--- config.mk ---
export PLATFORM = sky130hd
export DESIGN_NAME = pipe_out_buffer
export DESIGN_NICKNAME = d
export VERILOG_FILES = /design/src/rtl/pipe_out_buffer.sv
export SDC_FILE = /design/constraint.sdc
export NUM_CORES = 1
export LEC_CHECK = 0
export BUFFER_PORTS_ARGS = -buffer_cell sky130_fd_sc_hd__buf_4
export CORE_MARGIN = 2
export CORE_UTILIZATION = 35
export CTS_BUF_LIST = sky130_fd_sc_hd__clkbuf_16
export CTS_CLUSTER_DIAMETER = 30
export CTS_CLUSTER_SIZE = 14
export DETAILED_ROUTE_END_ITERATION = 10
export PLACE_DENSITY = 0.56
export SLEW_MARGIN = 20
export SYNTH_ARGS = -nofsm -noshare
export SYNTH_HDL_FRONTEND = slang
export SYNTH_SLANG_ARGS = --single-unit
--- constraint.sdc ---
create_clock -name clk -period 4.15 [get_ports clk]
set_clock_uncertainty 0.2 [all_clocks]
set_input_delay 1.245 -clock clk [delete_from_list [all_inputs] [get_ports clk]]
set_output_delay 1.245 -clock clk [all_outputs]
set_load 0.03 [all_outputs]
--- src/rtl/pipe_out_buffer.sv ---
// rtl/pipe_out_buffer.sv - output FIFO and launch-credit manager for strobe-driven DSP pipelines
module pipe_out_buffer #(
  parameter int WIDTH      = 32,
  parameter int TAGWIDTH   = 1,
  parameter int DEPTH_LOG2 = 2
) (
  input  logic                  clk,
  input  logic                  reset,
  input  logic                  launch_i,
  output logic                  ok_to_launch,
  input  logic                  valid_in,
  input  logic [WIDTH-1:0]      data_in,
  input  logic [TAGWIDTH-1:0]   tag_in,
  output logic                  stb_out,
  output logic [WIDTH-1:0]      o_data,
  output logic [TAGWIDTH-1:0]   o_tag,
  output logic                  src_rdy_o,
  input  logic                  dst_rdy_i,
  output logic [DEPTH_LOG2:0]   count,
  output logic                  overflow,
  output logic                  underflow
);

  localparam int DEPTH = 1 << DEPTH_LOG2;
  localparam logic [DEPTH_LOG2:0]   FULL    = (DEPTH_LOG2+1)'(DEPTH);
  localparam logic [DEPTH_LOG2:0]   ONE     = (DEPTH_LOG2+1)'(1);
  localparam logic [DEPTH_LOG2-1:0] PTR_ONE = DEPTH_LOG2'(1);

  logic [TAGWIDTH+WIDTH-1:0] mem [DEPTH];
  logic [DEPTH_LOG2-1:0]     wr_ptr;
  logic [DEPTH_LOG2-1:0]     rd_ptr;
  logic [DEPTH_LOG2:0]       credits;
  logic                      full;
  logic                      pop;

  assign full         = (count == FULL);
  // Gated by reset so an async reset mid-transfer kills the capture strobe at once.
  assign stb_out      = reset & valid_in & ~full;
  assign src_rdy_o    = (count != '0);
  assign pop          = src_rdy_o & dst_rdy_i;
  assign ok_to_launch = (credits != '0);
  assign {o_tag, o_data} = src_rdy_o ? mem[rd_ptr] : '0;

  always_ff @(posedge clk) begin
    if (stb_out) begin
      mem[wr_ptr] <= {tag_in, data_in};
    end
  end

  always_ff @(posedge clk or negedge reset) begin
    if (!reset) begin
      wr_ptr    <= '0;
      rd_ptr    <= '0;
      count     <= '0;
      credits   <= FULL;
      overflow  <= 1'b0;
      underflow <= 1'b0;
    end else begin
      if (stb_out) begin
        wr_ptr <= wr_ptr + PTR_ONE;
      end
      if (pop) begin
        rd_ptr <= rd_ptr + PTR_ONE;
      end

      if (stb_out && !pop) begin
        count <= count + ONE;
      end else if (pop && !stb_out) begin
        count <= count - ONE;
      end

      if (valid_in && full) begin
        overflow <= 1'b1;
      end
      if (launch_i && credits == '0) begin
        underflow <= 1'b1;
      end

      // A failed launch at zero credits cancels a same-cycle pop, so credits hold.
      if (launch_i && !pop) begin
        if (credits != '0) begin
          credits <= credits - ONE;
        end
      end else if (pop && !launch_i && credits != FULL) begin
        credits <= credits + ONE;
      end
    end
  end

endmodule

# Word-level counts from Yosys, hierarchy flattened
# Memory sizes are Yosys's and may differ from the RTL's.
# Index checks and enable logic that the tools add are counted.
# classes
n_addsub	6
n_eq_ne	3
mux	8
bitwise_logic	4
reduce_logical	16
# op_table
operator	n
2-to-1 mux 33 bit	1
2-to-1 mux 3 bit	5
logical AND 1 bit	7
adder 3 x 1 -> 3 bit, second input constant	2
nonzero test 3 bit	2
subtractor 3 x 1 -> 3 bit, second input constant	2
adder 2 x 1 -> 2 bit, second input constant	2
nonzero test 2 bit	2
bitwise AND 1 bit	3
equality test 3 bit, second input constant	1
zero test 1 bit	3
zero test 3 bit	1
inequality test 3 bit, second input constant	1
2-to-1 mux 1 bit	2
inequality test 2 bit, second input constant	1
AND reduction 2 bit	1
inverter 1 bit	1
# totals
reg_bits	12
mem_bits_rw	132
output_inout_bits	41
memories	1
# memory_table
name	depth	word_bits	rd	rd_clocked_by_memory_dff	write_ports	line_no	source
mem	4	33	1	0	1	29	logic [TAGWIDTH+WIDTH-1:0] mem [DEPTH];

# Longest topological paths before layout
# depth
ltp_word	7
depth_mapped	8
ltp_nobuf	8

# Worst setup path before layout
# OpenSTA, ideal clock, no wires.
# synth_path
path_type	input to register
start	in valid_in
end	mem mem[0][0] (netlist bit), enable pin
arrival_time_ps	2976
required_ps	3557
slack_ps	581
cell_stages	3
n_path_buf	0
path_cell_list	nand2_1 -> a21oi_1 -> and2_1
# synth_between
elab_chain_len	4
# synth_rtl
item	line_no	source
start: declaration	11	input logic valid_in,
bitwise AND 1 bit (2 in a row)	38	assign stb_out = reset & valid_in & ~full;
named net stb_out	14	output logic stb_out,
2-to-1 mux 1 bit	45	if (stb_out) begin
2-to-1 mux 1 bit (not written as such)	46	mem[wr_ptr] <= {tag_in, data_in};
end: declaration	29	
# The timed path passes the listed nets, and every way through them passes these cells.

# Final worst setup path
# layout_path
start	reg rd_ptr[0]
end	out o_data[3]
# layout_between
elab_chain_len	2
# layout_rtl
item	line_no	source
start: declaration	31	logic [DEPTH_LOG2-1:0] rd_ptr;
start signal: assignment	63	rd_ptr <= rd_ptr + PTR_ONE;
memory (4 x 33 bit)	--	
2-to-1 mux 33 bit	42	assign {o_tag, o_data} = src_rdy_o ? mem[rd_ptr] : '0;
end: declaration	15	output logic [WIDTH-1:0] o_data,
# No other way between the ends.

==> impl_metrics.yaml <==
die:
  die_w_um: 131
  rows: 46
  initial_core_util: 0.358
  core_mm2: 0.0159
  die_height_um: 131
  io_pins: 79
  dieArea_mm2: 0.0173
timing:
  report.final.slew_viol_count: 0
  setup_viol: 0
  fin_crit_ns: 3.49
  setup_ws_ns: 0.659
  finalHoldViolCount: 0
  post-route-period-util: 0.841
  slew_headroom: 0.654
  worstMarginPinSlew_ns: 0.520
  rsz0062_at_grt: "false"
  whs_ns: 0.280
  max_freq_mhz: 286
  fin_tns_setup_ns: 0
worst_setup_path:
  crit_fanout: 19
  crit_required_ns: 2.70
  cp_common_cell: "buf_4"
  cpPeakStageDelay_ns: 0.54
  critical_path_arrival_ns: 2.05
  cp-start-kind: "flip-flop"
  worstSetupPathType: "reg -> out"
  crit_slowest_cell: "mux4_2"
  end_kind: "output port"
  crit_chain: "buf_4, mux4_2, and2_1, buf_4"
status:
  status: "finished, final reports clean"
drt:
  drtIter0Drc: 145
  drc: 0
  vias_per_cell: 4.65
  met1_length_um: 4880
  route.met3.wl_um: 492
  routed-via-count: 2792
  dr_wl_met2_um: 5240
  top_layer: "met4"
  first_pass_iters: 5
  drt-total-wl_um: 10800
  final_antenna_net_count: 0
  post_drt_wl_per_cell_um: 17.9
global_routing:
  grt_use_total: 0.132
  grt_max_degree: 37
  grt_pass1_wl_um: 16900
  antenna_found_initial: 0
  grt.overflow.total: 0
  grt_pass1_vias: 3002
placement:
  post-place-ws_ns: 0.828
  place_area_mm2: 0.00660
  dp.final_hpwl_um: 6590
  place.gp.congestion: 0.676
  portBuffers: 78
cts:
  clock-sinks: 144
  cts_buffers: 17
  cts_setup_buffers: 0
  root_buffer: "clkbuf_16"
  ctsLongestPathBuffers: 2
  tritoncts: "built"
  post_cts_resized: 0
  htree_levels: 4
  cts.clk_slew.worst_paths_ns: 0.05
  clock_latency_ns: 0.41
  ctsHoldBuffers: 0
pwr:
  p_per_area_mw_per_mm2: 775
  irDropWorstVdd_mv: 0.538
  p_leak_nw: 2.54
layout:
  antenna_cells: 0
  final_area_mm2: 0.00723
  fin_nets: 417
  final_layout_size_suffix_gt1_frac: 0.426
  postLayoutCoreUtil: 0.455
  area_growth_pct: 27.1
logic_synthesis:
  netlist_area_mm2: 0.00569
  seq_area_frac_synth: 0.750
  synth-edff-count: 132
  synth_cell_types: 31
  async_reset_ff_frac: 0.0833
  syn_inst: 275
  syn-num-nets: 320
  avgSynthCellArea_um2: 20.7
  ys_seq_elements: 144
  yosysWarnings: 0
  synthFlopType: "edfxtp_1"
run:
  maxCapViolations: 0
hold_path:
  hold_class: "reg -> reg"
worst max-delay path, delay by kind of cell (launching register included):
family | cells | cell delay (ns)
buf+inv | 2 | 0.53
flops | 1 | 0.35
mux | 1 | 0.54
simple gates | 1 | 0.20
placed cells by master (no fill, tap or decap), types with 4 or more instances in the layout:
| cell type | n |
|---|---|
| edfxtp_1 | 132 |
| buf_4 | 90 |
| mux4_2 | 33 |
| and2_1 | 33 |
| clkbuf_16 | 17 |
| dfrtp_1 | 9 |
| xnor2_1 | 7 |
| inv_1 | 6 |
| ha_1 | 6 |
| nor2_1 | 5 |
| bufinv_16 | 5 |
| and2_2 | 4 |
worst paths after layout:
kind	startpoint	end	slack [ns]	cells after the start
max	rd_ptr[0]	o_data[3]	0.66	4
min	overflow	overflow	0.28	1
max reg2reg	count[2]	count[2]	1.71	7
min reg2reg	overflow	overflow	0.28	1
max in group asynchronous	reset	credits[2]	3.05	1
min in group asynchronous	reset	credits[0]	0.47	1
through the flow:
stage / std cells / total power [W]
after global placement: 569 / 0.00405
after global routing: 601 / 0.00587
after CTS: 601 / 0.00569
after floorplan: 275 / 0.00334
after detailed placement: 569 / 0.00408
final: 601 / 0.00560
metal layers:
metal  vias up  GRT usage
met5         -          0
met4         0     0.0525
met3        14     0.0428
met2        69      0.205
met1      1421      0.173
li1       1288          -
Yosys cell counts, types with 2 or more instances:
master | count | area, µm²
edfxtp_1 | 132 | 3960
and2_1 | 37 | 231
mux4_2 | 33 | 743
dfrtp_1 | 11 | 275
clkbuf_1 | 8 | 30.0
xnor2_1 | 7 | 61.3
ha_1 | 6 | 75.1
nor2_1 | 5 | 18.8
inv_1 | 4 | 15.0
buf_4 | 3 | 22.5
nand2_1 | 3 | 11.3
buf_2 | 2 | 10.0
nand3_1 | 2 | 10.0
o211ai_1 | 2 | 15.0
o21ai_0 | 2 | 10.0
or3_1 | 2 | 12.5
xor2_1 | 2 | 17.5
final cells by class:
| type | instances | area [µm²] |
|---|---|---|
| Timing Repair Buffer | 91 | 696 |
| Clock inverter | 15 | 203 |
| Tap cell | 216 | 270 |
| Clock buffer | 17 | 425 |
| Multi-Input combinational cell | 114 | 1350 |
| Fill cell | 1414 | 8660 |
| Sequential cell | 144 | 4270 |
| Inverter | 4 | 15.0 |
sequential cells by signal, indices dropped and copies added (netlist names):
| signal | count |
|---|---|
| count | 3 |
| credits | 3 |
| mem | 132 |
| overflow | 1 |
| rd_ptr | 2 |
| underflow | 1 |
| wr_ptr | 2 |
kinds of logic (layout without fill, tap and decap cells):
family | after synthesis | in the layout | synth area share
flip-flops | 144 | 144 | 0.750
AND/OR/NAND/NOR | 51 | 51 | 0.0524
multiplexers | 35 | 35 | 0.135
buffers and inverters | 17 | 127 | 0.0136
AO/OA/AOI/OAI | 12 | 12 | 0.0180
XOR/XNOR | 9 | 9 | 0.0139
adder cells (fa/ha/maj) | 7 | 7 | 0.0167
power by group:
part	total [W]	switching [W]	leakage (nW)	internal, W
sequential	0.00193	0.000135	1.33	0.00179
combinational	0.00207	0.00115	0.903	0.000920
clock	0.00160	0.000546	0.306	0.00105
total	0.00560	0.00183	2.54	0.00376
(Power assumes the default switching activity.)
